### src/rtl/rr_flag_arbiter_pkg.sv
// Shared types and defaults for the round-robin flag arbiter.
// Holds the FSM state encoding and a one-hot to index helper.
package rr_flag_arbiter_pkg;

  typedef enum logic {
    IDLE  = 1'b0,
    GRANT = 1'b1
  } state_t;

  localparam int N_DEFAULT        = 4;
  localparam int MAX_HOLD_DEFAULT = 15;
  localparam int CNT_W_DEFAULT    = 8;

  // OR-reduce the positions rather than priority-encode; the grant is
  // guaranteed one-hot, so this is cheaper and gives the same answer.
  function automatic logic [2:0] onehot_to_idx(input logic [7:0] onehot);
    logic [2:0] idx;
    idx = '0;
    for (int i = 0; i < 8; i++) begin
      if (onehot[i]) idx = idx | 3'(i);
    end
    return idx;
  endfunction

endpackage

### src/rtl/rr_flag_arbiter_pick.sv
// Rotating-priority picker: the first set request at or above ptr,
// wrapping modulo N, wins.
module rr_pick
  import rr_flag_arbiter_pkg::*;
#(
  parameter int N     = N_DEFAULT,
  parameter int PTR_W = $clog2(N)
) (
  input  logic [N-1:0]     req,
  input  logic [PTR_W-1:0] ptr,
  output logic [N-1:0]     win,
  output logic             valid
);

  logic [N-1:0] rot_req;
  logic [N-1:0] rot_win;

  // Rotate so ptr sits at bit 0, isolate the lowest set bit, rotate back.
  always_comb begin
    rot_req = N'({req, req} >> ptr);
    rot_win = rot_req & (~rot_req + N'(1));
    win     = N'(({rot_win, rot_win} << ptr) >> N);
    valid   = |req;
  end

endmodule

### src/rtl/rr_flag_arbiter.sv
// Round-robin owner of a shared set/clear flag, with a hold timeout that
// forces release after MAX_HOLD granted cycles.
module rr_flag_arbiter
  import rr_flag_arbiter_pkg::*;
#(
  parameter int N        = N_DEFAULT,
  parameter int MAX_HOLD = MAX_HOLD_DEFAULT,
  parameter int CNT_W    = CNT_W_DEFAULT
) (
  input  logic         clk,
  input  logic         reset_n,
  input  logic [N-1:0] io_req,
  input  logic [N-1:0] io_set,
  input  logic [N-1:0] io_clr,
  output logic [N-1:0] io_gnt,
  output logic         io_s,
  output logic         io_busy,
  output logic         io_timeout
);

  localparam int PTR_W = $clog2(N);
  localparam logic [CNT_W-1:0] HOLD_LAST = CNT_W'(MAX_HOLD - 1);
  localparam logic [CNT_W-1:0] HOLD_SAT  = CNT_W'(MAX_HOLD);
  localparam logic [PTR_W-1:0] PTR_TOP   = PTR_W'(N - 1);

  state_t             state_q, state_d;
  logic [N-1:0]       gnt_q, gnt_d;
  logic               s_q, s_d;
  logic [CNT_W-1:0]   cnt_q, cnt_d;
  logic [PTR_W-1:0]   ptr_q, ptr_d;
  logic               timeout_q, timeout_d;

  logic [N-1:0]       pick_win;
  logic               pick_valid;
  logic               owner_req;
  logic               owner_set;
  logic               owner_clr;
  logic [PTR_W-1:0]   owner_ptr;
  logic [PTR_W-1:0]   ptr_after;

  rr_pick #(
    .N     (N),
    .PTR_W (PTR_W)
  ) u_pick (
    .req   (io_req),
    .ptr   (ptr_q),
    .win   (pick_win),
    .valid (pick_valid)
  );

  // Masking with the grant keeps non-owner commands away from the flag.
  always_comb begin
    owner_req = |(io_req & gnt_q);
    owner_set = |(io_set & gnt_q);
    owner_clr = |(io_clr & gnt_q);
    owner_ptr = PTR_W'(onehot_to_idx(8'(gnt_q)));
    ptr_after = (owner_ptr == PTR_TOP) ? '0 : owner_ptr + PTR_W'(1);
  end

  always_comb begin
    state_d   = state_q;
    gnt_d     = gnt_q;
    s_d       = s_q;
    cnt_d     = cnt_q;
    ptr_d     = ptr_q;
    timeout_d = 1'b0;
    case (state_q)
      IDLE: begin
        if (pick_valid) begin
          state_d = GRANT;
          gnt_d   = pick_win;
          cnt_d   = '0;
        end
      end
      GRANT: begin
        if (!owner_req) begin
          state_d = IDLE;
          gnt_d   = '0;
          ptr_d   = ptr_after;
          cnt_d   = '0;
        end else begin
          if (owner_set) begin
            s_d = 1'b1;
          end else if (owner_clr) begin
            s_d = 1'b0;
          end
          // The command on the last held cycle still lands before release.
          if (cnt_q == HOLD_LAST) begin
            state_d   = IDLE;
            gnt_d     = '0;
            ptr_d     = ptr_after;
            cnt_d     = '0;
            timeout_d = 1'b1;
          end else if (cnt_q != HOLD_SAT) begin
            cnt_d = cnt_q + CNT_W'(1);
          end
        end
      end
      default: begin
        state_d = IDLE;
        gnt_d   = '0;
      end
    endcase
  end

  always_ff @(posedge clk or negedge reset_n) begin
    if (!reset_n) begin
      state_q   <= IDLE;
      gnt_q     <= '0;
      s_q       <= 1'b0;
      cnt_q     <= '0;
      ptr_q     <= '0;
      timeout_q <= 1'b0;
    end else begin
      state_q   <= state_d;
      gnt_q     <= gnt_d;
      s_q       <= s_d;
      cnt_q     <= cnt_d;
      ptr_q     <= ptr_d;
      timeout_q <= timeout_d;
    end
  end

  assign io_gnt     = gnt_q;
  assign io_s       = s_q;
  assign io_busy    = (state_q == GRANT);
  assign io_timeout = timeout_q;

endmodule

### config.mk
export PLATFORM = sky130hd
export DESIGN_NAME = rr_flag_arbiter
export DESIGN_NICKNAME = d
export VERILOG_FILES = /design/src/rtl/rr_flag_arbiter_pkg.sv /design/src/rtl/rr_flag_arbiter_pick.sv /design/src/rtl/rr_flag_arbiter.sv
export SDC_FILE = /design/constraint.sdc
export NUM_CORES = 1
export LEC_CHECK = 0
export CAP_MARGIN = 40
export CORE_MARGIN = 4
export CORE_UTILIZATION = 35
export CTS_CLUSTER_DIAMETER = 100
export CTS_CLUSTER_SIZE = 25
export DETAILED_ROUTE_END_ITERATION = 10
export GPL_ROUTABILITY_DRIVEN = 0
export PLACE_DENSITY_LB_ADDON = 0.25
export SLEW_MARGIN = 20
export SYNTH_ARGS = -nofsm -noshare
export SYNTH_HDL_FRONTEND = slang
export SYNTH_HIERARCHICAL = 1
export SYNTH_SLANG_ARGS = --single-unit
### constraint.sdc
create_clock -name clk -period 1.95 [get_ports clk]
set_input_delay 0.2925 -clock clk [delete_from_list [all_inputs] [get_ports clk]]
set_output_delay 0.2925 -clock clk [all_outputs]
set_load 0.05 [all_outputs]
Word-level counts from Yosys, hierarchy flattened
Cells that the tools add are included.

storage, ports and cells
  bits in registers = 17
  input bits = 14
  word-level logic and storage cells = 57
  output and inout bits = 7

cells by class
  muxes and demuxes = 24
  reduce and logical (&&, ||, !) cells = 9
  shift-type cells = 2
  equality and inequality tests = 7
  add/sub/neg operators = 3
  bitwise operators = 6

operator list
  operator               count
  $mux W8                4
  $and A4 B4 Y4          4
  $pmux W8 S2            1
  $reduce_or A4 Y1       4
  $mux W4                3
  $mux W2                5
  $mux W1                9
  $add A8 B1 Y8 const B  1
  $eq A8 B4 Y1 const B   1
  $ne A8 B4 Y1 const B   1
  $pmux W4 S2            1
  $shl A8 B2 Y8          1
  $shr A8 B2 Y4          1
  $reduce_and A2 Y1      3
  $add A4 B1 Y4 const B  1
  $ne A4 B2 Y1 const B   1
  $not A4 Y4             1
  $ne A3 B2 Y1 const B   1
  $reduce_and A3 Y1      1
  $add A2 B1 Y2 const B  1
  $eq A2 B2 Y1 const B   1
  $ne A2 B1 Y1 const B   1
  $ne A2 B2 Y1 const B   1
  $pmux W1 S2            1
  2 further kinds        2

Longest topological paths before layout
Gate-level depths: netlist of the first run.

  word-level depth = 7
  gate-level depth with buffers = 6
  gate-level depth less buffers = 6

By module
Netlist of the first run, hierarchy kept.

modules (own cells, without submodules)
  module           cells each  seq. area each (µm²)  area each (µm²)  instances
  rr_flag_arbiter  96          425.4                 964.7            1
  rr_pick          19          0.0                   117.6            1

Worst setup path before layout of the first run
OpenSTA, ideal clock, no wires.

  path kind = register to register
  from = register gnt_q[2] (netlist: io_gnt[2])
  to = register cnt_q[1]
  arrival = 1,705 ps
  clock period less this slack = 1,792 ps
  data required time = 1,863 ps
  buffers on the path = 1
  stages on the path, launching flop included = 6
  setup time = 87 ps
  setup slack = 158 ps
  path through = dfrtp_1 > a22oi_1 > a21boi_0 > buf_2 > nand4_1 > o211ai_1

on the way
  word-level cells in the longest chain between the ends = 4
  elaborated cells between the ends (all ways) = 6
  classes of those cells = eq/ne: 1; mux: 2; bitwise: 1; reduce/logical: 2

ends and longest elaborated chain
  element                                                            RTL line                source
  from (decl)                                                        rr_flag_arbiter.sv:27   logic [N-1:0] gnt_q, gnt_d;
  from (signal assigned)                                             rr_flag_arbiter.sv:116  gnt_q <= gnt_d;
  $and A4 B4 Y4 (*)                                                  rr_flag_arbiter.sv:53   owner_req = |(io_req & gnt_q);
  $reduce_or A4 Y1 (*)                                               rr_flag_arbiter.sv:53
  $ne A4 B2 Y1 (no source line) or $mux W8 (tied branches)           -
  $reduce_and A2 Y1 (no source line) or $pmux W8 S2 (tied branches)  -
  to (signal assigned)                                               rr_flag_arbiter.sv:118  cnt_q <= cnt_d;
  to (decl)                                                          rr_flag_arbiter.sv:29   logic [CNT_W-1:0] cnt_q, cnt_d;

Every way passes the cells marked *; elsewhere a longest branch is shown, timed or not.
A chain may end at the register's enable or synchronous reset.

Worst setup path in the final report of the first run
  from = register gnt_q[0] (netlist: io_gnt[0])
  to = output port io_gnt[0]

RTL lines
  element    RTL line               source
  to (decl)  rr_flag_arbiter.sv:15  output logic [N-1:0] io_gnt,

No word-level cell between the ends.

==> out/qor.csv, run 1 <==
stage;metric;value;unit
timing;fin crit period;1.86;ns
worst_setup_path;CP required;1.66;ns
timing;Max Fclk;537;MHz
clocking;Root Driver;clkbuf_4;
power;Max IR drop VDD;608;µV
clocking;H-tree levels;1;
worst_setup_path;worst path arrival time;1.57;ns
routing;Residual DRC;0;
timing;RSZ-0062 raised after global routing;false;
worst_setup_path;CP bufs+invs;1;
global_route;vias in the first global route;995;
power;Leak Pwr;0.638;nW
timing;Slew @ Worst Pin;0.499;ns
floorplanning;Rows;19;
synth;syn_area_per_cell;9.41;µm²
worst_setup_path;flop2flop setup slack;0.15;ns
worst_setup_path;max incr delay on CP;0.84;ns
worst_setup_path;crit path capture type;primary output;
timing;Final WS setup;0.0876;ns
worst_setup_path;R2R Path Start;cnt_q[0];
place;pre-CTS setup slack;0.0731;ns
floorplanning;core footprint;2850;µm²
worst_setup_path;critical path startpoint;io_gnt[0];
min_path;min-delay worst type;input port to async pin;
place;placed inst area;1420;µm²
finish;final non-filler cell area;1450;µm²
routing;DRT iter0 DRCs;41;
floorplanning;Die Footprint;4050;µm²
synth;post-synthesis cell area;1080;µm²
routing;routed via count;1031;
clocking;Post-CTS Hold Buffers;0;
worst_setup_path;critical-path cell list;clkdlybuf4s50_1;
synth;Mapped Cells;115;
global_route;first-pass GRT wire length;4730;µm
synth;Yosys reg bits;17;
finish;diode count;0;
clocking;Sink Count;17;
floorplanning;DIE HEIGHT;63.6;µm
place;placed wire-length estimate;2150;µm
timing;Sum Neg Setup Slack;0;ns
finish;Layout Utilization;50.7;%
clocking;clock latency on the worst-skew pair;0.29;ns
clocking;CTS tree;built;
routing;via-per-instance ratio;5.60;
timing;period utilization;95.5;%
finish;filler instances;285;
finish;area growth from synthesis to layout;33.6;%
clocking;Clock transition at path regs;0.10;ns
worst_setup_path;Setup crit end;io_gnt[0];
floorplanning;initial cell density of the core;37.9;%
worst_setup_path;slowest CP cell;clkdlybuf4s50_1;
finish;share of cells above drive strength 1;20.9;%
worst_setup_path;R2R Path End;cnt_q[3];
synth;Synthesized Nets;131;
place;number of port buffers;20;
power;pwr/cell area;1200;nW/µm²
floorplanning;die width;63.6;µm
global_route;GRT Total Usage;14.6;%
global_route;global route overflow;0;
worst_setup_path;crit path kind;flop to primary output;
synth;Seq/Total Area, Yosys;39.3;%
finish;nets;170;
routing;Initial DRT Pass Iterations;4;
worst_setup_path;Critical Path Stages;1;
clocking;Clock Path Buffers;2;
synth;Ys Warns;6;
global_route;largest net degree at the start of global routing;18;
clocking;post-cts repair resize count;0;
outcome;outcome;finished, final reports clean;
worst_setup_path;CP top delay family;buffers and inverters;
clocking;clock buffer count from CTS;3;
synth;Netlist cell types;42;
timing;Clock Skews;0.00858;ns
routing;WL final;2690;µm
job;number of max-cap violations;0;
timing;Worst slew margin;66.6;%
timing;Pins Over Slew Limit;0;
worst_setup_path;Worst Path Max Fanout;5;
global_route;initial antenna violation count;0;
floorplanning;total I/O pin count;21;
timing;final hold vios;0;
routing;Routed wire per std cell;14.6;µm
worst_setup_path;Worst R2R Path Depth;5;
routing;Post-DRT Antenna Nets;0;
timing;hold slack;0.315;ns
clocking;post-CTS setup buffers;0;
worst_setup_path;Startpoint Class;flop;
timing;setup violators final;0;
per-stage QoR:
step | power [W] | cells
2_1_floorplan | 0.00121 | 115
3_3_place_gp | 0.00153 | 180
3_5_place_dp | 0.00156 | 180
4_1_cts | 0.00175 | 184
5_1_grt | 0.00187 | 184
6_report | 0.00174 | 184
synth_stat cells:
| cell | number | area, µm² |
|---|---|---|
| a21oi_1 | 3 | 15.0 |
| nand2b_1 | 2 | 12.5 |
| a22oi_1 | 2 | 15.0 |
| inv_1 | 6 | 22.5 |
| a21bo_2 | 1 | 10.0 |
| o211ai_1 | 1 | 7.51 |
| nor3_1 | 1 | 5.00 |
| a2bb2oi_2 | 1 | 15.0 |
| o21ai_0 | 9 | 45.0 |
| a31o_1 | 1 | 8.76 |
| and4_1 | 1 | 8.76 |
| nor3b_1 | 1 | 7.51 |
| dfrtp_1 | 17 | 425 |
| o221a_2 | 1 | 11.3 |
| a21o_1 | 2 | 15.0 |
| nand2_1 | 15 | 56.3 |
| buf_6 | 1 | 11.3 |
| a221oi_1 | 2 | 17.5 |
| and3_1 | 2 | 12.5 |
| xnor2_1 | 1 | 8.76 |
| nand4_1 | 3 | 18.8 |
| nor4_4 | 1 | 21.3 |
| a21boi_4 | 1 | 18.8 |
| a21boi_0 | 1 | 7.51 |
| nor2b_1 | 2 | 12.5 |
| o311ai_0 | 1 | 8.76 |
| a31oi_1 | 6 | 37.5 |
| a22o_1 | 2 | 17.5 |
| nor2_1 | 9 | 33.8 |
| a2111o_1 | 1 | 11.3 |
| o2111ai_1 | 1 | 8.76 |
| o21a_1 | 2 | 15.0 |
| mux2_4 | 2 | 30.0 |
| a22o_2 | 1 | 10.0 |
| o22ai_1 | 2 | 12.5 |
| nand4_4 | 1 | 21.3 |
| and2_1 | 1 | 6.26 |
| buf_2 | 1 | 5.00 |
| or2_2 | 1 | 6.26 |
| nand4b_1 | 1 | 8.76 |
| ha_1 | 2 | 25.0 |
| nand3_1 | 3 | 15.0 |
flip-flops by register name, indices dropped and copies added (netlist names):
signal	count
io_timeout	1
io_busy	1
cnt_q	8
ptr_q	2
io_s	1
io_gnt	4
report_power, final:
| group | internal (W) | switching (W) |
|---|---|---|
| sequential | 0.000440 | 0.000127 |
| combinational | 0.000433 | 0.000549 |
| clock | 0.0000794 | 0.000108 |
worst min path at each step:
stage,start,to,slack [ns]
after global placement,io_s,io_s,0.49
after global routing,reset_n,cnt_q[2],0.32
after detailed placement,io_s,io_s,0.54
after floorplan,reset_n,cnt_q[0],-0.003
final,reset_n,cnt_q[2],0.32
after CTS,reset_n,io_busy,0.32
area by class of cell:
cell class / count / area (µm²) / area share, %
multi-input cells: 90 / 618 / 42.7
flip-flops and latches: 17 / 425 / 29.4
repair buffers: 36 / 315 / 21.8
well taps: 31 / 38.8 / 2.68
clock buffers: 4 / 26.3 / 1.82
inverters: 6 / 22.5 / 1.56
routing by layer:
layer | global-route usage [%] | routed length [µm]
met1 | 20.5 | 1320
met4 | 2.43 | 0
met5 | 0 | 0
met2 | 22.6 | 1240
met3 | 4.26 | 139
cells by family after synthesis:
| group | share of synthesized area, % |
|---|---|
| AOI/OAI and AO/OA | 28.4 |
| xor gates and xnor gates | 0.809 |
| adders and majority gates | 2.31 |
| buffers and inverters | 3.58 |
| DFF | 39.3 |
| muxes | 2.77 |
| and+or+nand+nor | 22.8 |
cell usage in the layout (no fill, tap or decap), types with 3 or more instances in the layout:
cell type / count
buf_4: 19
nand2_1: 15
a21oi_1: 3
clkdlybuf4s50_1: 16
dfrtp_1: 17
o21ai_0: 9
a31oi_1: 6
inv_1: 6
nor2_1: 9
nand4_1: 3
nand3_1: 3
clkbuf_4: 3
Power figures use the tool's default switching activity.
==> run 2, diff against run 1 <==
--- a/config.mk
+++ b/config.mk
@@ -13,6 +13,7 @@
 export DETAILED_ROUTE_END_ITERATION = 10
 export GPL_ROUTABILITY_DRIVEN = 0
 export PLACE_DENSITY_LB_ADDON = 0.25
+export SETUP_SLACK_MARGIN = 0.15
 export SLEW_MARGIN = 20
 export SYNTH_ARGS = -nofsm -noshare
 export SYNTH_HDL_FRONTEND = slang
==> out/qor.csv, run 2 (synthesis gave the netlist of run 1 again) <==
stage;metric;value;unit
outcome;outcome;finished, final reports clean;
floorplanning;core footprint;2850;µm²
floorplanning;Die Footprint;4050;µm²
finish;most frequent cells in the layout;buf_4 (21), dfrtp_1 (17), nand2_1 (15), clkdlybuf4s50_1 (15);
routing;DRT iter0 DRCs;34;
power;Power, Total;0.00175;W
job;number of max-cap violations;0;
timing;RSZ-0062 raised after global routing;false;
global_route;global route overflow;0;
power;pwr/cell area;1200;nW/µm²
clocking;H-tree levels;1;
finish;Largest Register;cnt_q;
worst_setup_path;flop2flop setup slack;0.21;ns
worst_setup_path;R2R Path Start;cnt_q[1];
worst_setup_path;Worst Path Max Fanout;4;
floorplanning;Rows;19;
timing;Max Fclk;576;MHz
power;Max IR drop VDD;592;µV
clocking;Post-CTS Hold Buffers;0;
floorplanning;initial cell density of the core;37.9;%
worst_setup_path;CP required;2.14;ns
worst_setup_path;critical-path cell list;ha_2 > and3_1 > a2111o_1 > a31o_1 > a21o_1;
worst_setup_path;R2R Path End;cnt_q[3];
clocking;clock latency on the worst-skew pair;0.29;ns
clocking;CTS tree;built;
routing;Initial DRT Pass Iterations;4;
finish;area growth from synthesis to layout;34.8;%
clocking;Sink Count;17;
global_route;vias in the first global route;1003;
place;pre-CTS setup slack;0.0731;ns
routing;routed via count;1038;
worst_setup_path;Startpoint Class;flop;
timing;Worst slew margin;67.1;%
global_route;initial antenna violation count;0;
clocking;Clock Path Buffers;2;
timing;Clock Skews;0.00928;ns
finish;most common cell after layout, fill and taps aside;buf_4;
global_route;GRT Total Usage;14.7;%
worst_setup_path;slowest CP cell;dfrtp_1;
routing;via-per-instance ratio;5.58;
floorplanning;total I/O pin count;21;
timing;Pins Over Slew Limit;0;
routing;Post-DRT Antenna Nets;0;
worst_setup_path;Worst R2R Path Depth;5;
routing;Routed wire per std cell;14.7;µm
finish;final non-filler cell area;1460;µm²
worst_setup_path;Setup crit end;cnt_q[3];
clocking;clock buffer count from CTS;3;
clocking;Clock transition at path regs;0.10;ns
floorplanning;die width;63.6;µm
place;placed inst area;1420;µm²
routing;Residual DRC;0;
timing;Slew @ Worst Pin;0.492;ns
place;number of port buffers;20;
timing;final hold vios;0;
timing;Final WS setup;0.215;ns
finish;nets;172;
timing;fin crit period;1.74;ns
timing;period utilization;89.0;%
timing;setup violators final;0;
clocking;Root Driver;clkbuf_4;
timing;Sum Neg Setup Slack;0;ns
global_route;largest net degree at the start of global routing;18;
finish;Layout Utilization;51.1;%
worst_setup_path;crit path capture type;flop;
global_route;first-pass GRT wire length;4750;µm
finish;max reg flops;8;
finish;diode count;0;
finish;share of cells above drive strength 1;22.6;%
worst_setup_path;worst path arrival time;1.93;ns
worst_setup_path;critical path startpoint;cnt_q[1];
place;placed wire-length estimate;2150;µm
worst_setup_path;max incr delay on CP;0.43;ns
routing;WL final;2730;µm
worst_setup_path;crit path kind;flop to flop;
floorplanning;DIE HEIGHT;63.6;µm
min_path;min-delay worst type;input port to async pin;
power;Leak Pwr;0.642;nW
-- run 2: metrics by stage --
stage | std cells | hold WS (ns)
global route | 186 | 0.322
global placement | 180 | 0.495
detailed placement | 180 | 0.542
CTS | 185 | 0.320
floorplan | 115 | -0.00309
finish | 186 | 0.315
-- run 2: routing by layer --
layer  routed length, µm  vias up  global-route usage [%]
met1                1330      504                    20.5
met3                 125        0                    4.26
met2                1280       22                    22.8
met5                   0        -                       0
met4                   0        0                    2.43
li1                    -      512                       -
-- run 2: power breakdown --
| part | switching [W] | internal, W |
|---|---|---|
| logic | 0.000561 | 0.000436 |
| clock network | 0.000109 | 0.0000794 |
| registers | 0.000122 | 0.000440 |
-- run 2: worst min-delay path by stage --
stage,slack [ns],cells past startpoint,to
floorplan,-0.003,0,cnt_q[0]
detailed placement,0.54,2,io_s
global route,0.32,2,cnt_q[2]
CTS,0.32,2,io_busy
global placement,0.49,2,io_s
finish,0.31,2,cnt_q[2]
-- run 2: what timing repair did --
action,in CTS,in global routing
resized for setup,2,1
setup endpoints to repair,3,3
pin swaps,0,1
setup buffers,1,1
-- run 2: critical path, delay by kind of cell, from the launching register on --
kind            cells  cell delay [ns]
compound gates      3             0.81
simple gates        1             0.19
flops               1             0.43
fa+ha+maj           1             0.21
-- run 2: final cells by class --
| type | count | area (µm²) |
|---|---|---|
| inverter | 6 | 22.5 |
| clock buffer | 4 | 26.3 |
| multi-input combinational | 90 | 621 |
| timing repair buffer | 38 | 325 |
| tap | 31 | 38.8 |
| fill | 284 | 1390 |
| sequential | 17 | 425 |
==> run 3, diff against run 2 <==
--- a/config.mk
+++ b/config.mk
@@ -19,3 +19,4 @@
 export SYNTH_HDL_FRONTEND = slang
 export SYNTH_HIERARCHICAL = 1
 export SYNTH_SLANG_ARGS = --single-unit
+export TNS_END_PERCENT = 5
==> out/qor.csv, run 3 (synthesis gave the netlist of run 1 again) <==
stage;metric;value;unit
outcome;outcome;finished, final reports clean;
worst_setup_path;flop2flop setup slack;0.15;ns
timing;Max Fclk;555;MHz
finish;nets;170;
floorplanning;total I/O pin count;21;
worst_setup_path;Worst R2R Path Depth;5;
global_route;vias in the first global route;995;
clocking;Sink Count;17;
timing;period utilization;92.4;%
global_route;global route overflow;0;
timing;Worst slew margin;66.4;%
routing;WL final;2690;µm
routing;top layer in use;met3;
routing;Residual DRC;0;
routing;DRT iter0 DRCs;39;
floorplanning;die width;63.6;µm
finish;diode count;0;
finish;max reg flops;8;
floorplanning;core footprint;2850;µm²
place;placed wire-length estimate;2150;µm
finish;Layout Utilization;50.7;%
timing;Sum Neg Setup Slack;0;ns
timing;RSZ-0062 raised after global routing;true;
timing;Slew @ Worst Pin;0.503;ns
clocking;Root Driver;clkbuf_4;
power;pwr/cell area;1200;nW/µm²
clocking;clock latency on the worst-skew pair;0.29;ns
routing;wire length on met3;143;µm
routing;Routed wire per std cell;14.6;µm
worst_setup_path;R2R Path End;cnt_q[3];
routing;via-per-instance ratio;5.60;
clocking;Clock Path Buffers;2;
routing;met1 wire length;1330;µm
worst_setup_path;CP required;2.14;ns
worst_setup_path;Worst Path Max Fanout;5;
global_route;initial antenna violation count;0;
floorplanning;DIE HEIGHT;63.6;µm
global_route;first-pass GRT wire length;4730;µm
routing;Initial DRT Pass Iterations;4;
timing;final hold vios;0;
clocking;clock buffer count from CTS;3;
routing;routed via count;1030;
min_path;min-delay worst type;input port to async pin;
routing;Post-DRT Antenna Nets;0;
finish;filler instances;284;
power;Leak Pwr;0.647;nW
floorplanning;Rows;19;
worst_setup_path;crit path capture type;flop;
worst_setup_path;Startpoint Class;flop;
finish;most common cell after layout, fill and taps aside;buf_4;
place;number of port buffers;20;
finish;most frequent cells in the layout;buf_4 (19), dfrtp_1 (17), nand2_1 (15), clkdlybuf4s50_1 (15);
power;Max IR drop VDD;592;µV
timing;fin crit period;1.80;ns
timing;Clock Skews;0.00873;ns
floorplanning;initial cell density of the core;37.9;%
worst_setup_path;worst path arrival time;1.99;ns
worst_setup_path;crit path kind;flop to flop;
finish;share of cells above drive strength 1;20.9;%
worst_setup_path;R2R Path Start;cnt_q[0];
clocking;H-tree levels;1;
clocking;post-CTS setup buffers;0;
floorplanning;Die Footprint;4050;µm²
place;placed inst area;1420;µm²
routing;met2 WL;1220;µm
timing;setup violators final;0;
global_route;GRT Total Usage;14.6;%
finish;Largest Register;cnt_q;
clocking;CTS tree;built;
finish;area growth from synthesis to layout;33.5;%
clocking;Clock transition at path regs;0.10;ns
finish;final non-filler cell area;1450;µm²
job;number of max-cap violations;0;
timing;Pins Over Slew Limit;0;
global_route;largest net degree at the start of global routing;18;
clocking;Post-CTS Hold Buffers;0;
-- run 3: worst max path at each step --
stage,from,endpoint,cells after the start,slack (ns)
after floorplan,io_gnt[2],cnt_q[1],5,0.16
after CTS,io_gnt[0],io_gnt[0],1,0.07
after detailed placement,io_req[2],cnt_q[0],6,0.07
after global routing,cnt_q[0],cnt_q[3],5,0.08
final,cnt_q[0],cnt_q[3],5,0.15
after global placement,io_req[2],cnt_q[3],6,0.1
-- run 3: critical path: stages, from the launching register on --
cell      delay [ns]
dfrtp_1         0.43
ha_1            0.26
and3_1          0.20
a2111o_1        0.43
a31o_1          0.22
a21o_1          0.16
-- run 3: through the flow --
| stage | setup slack [ns] | hold WS, ns | total power, W | std cells |
|---|---|---|---|---|
| floorplan | 0.158 | -0.00309 | 0.00121 | 115 |
| global placement | 0.0981 | 0.495 | 0.00153 | 180 |
| detailed placement | 0.0731 | 0.542 | 0.00156 | 180 |
| CTS | 0.0712 | 0.320 | 0.00174 | 184 |
| global route | 0.0845 | 0.322 | 0.00186 | 184 |
| finish | 0.148 | 0.316 | 0.00173 | 184 |
-- run 3: timing repair --
action,4_1_cts,5_1_grt
setup endpoints to repair,3,4
pin swaps,0,0
resized for setup,1,1
cloned,0,0
-- run 3: metal layers --
metal | GRT usage [%] | vias up
li1 | - | 511
met1 | 20.5 | 492
met2 | 22.6 | 27
met3 | 4.26 | 0
met4 | 2.43 | 0
met5 | 0 | -
-- run 3: report_power, final --
group	internal (W)	switching [W]
logic	0.000425	0.000550
clock network	0.0000794	0.000109
registers	0.000440	0.000127
total	0.000945	0.000786
-- run 3: layout make-up --
class	instances	area (µm²)	share of cell area, %
Timing Repair Buffer	36	314	21.7
Tap cell	31	38.8	2.68
Multi-Input combinational cell	90	618	42.8
Clock buffer	4	26.3	1.82
Sequential cell	17	425	29.4
Inverter	6	22.5	1.56
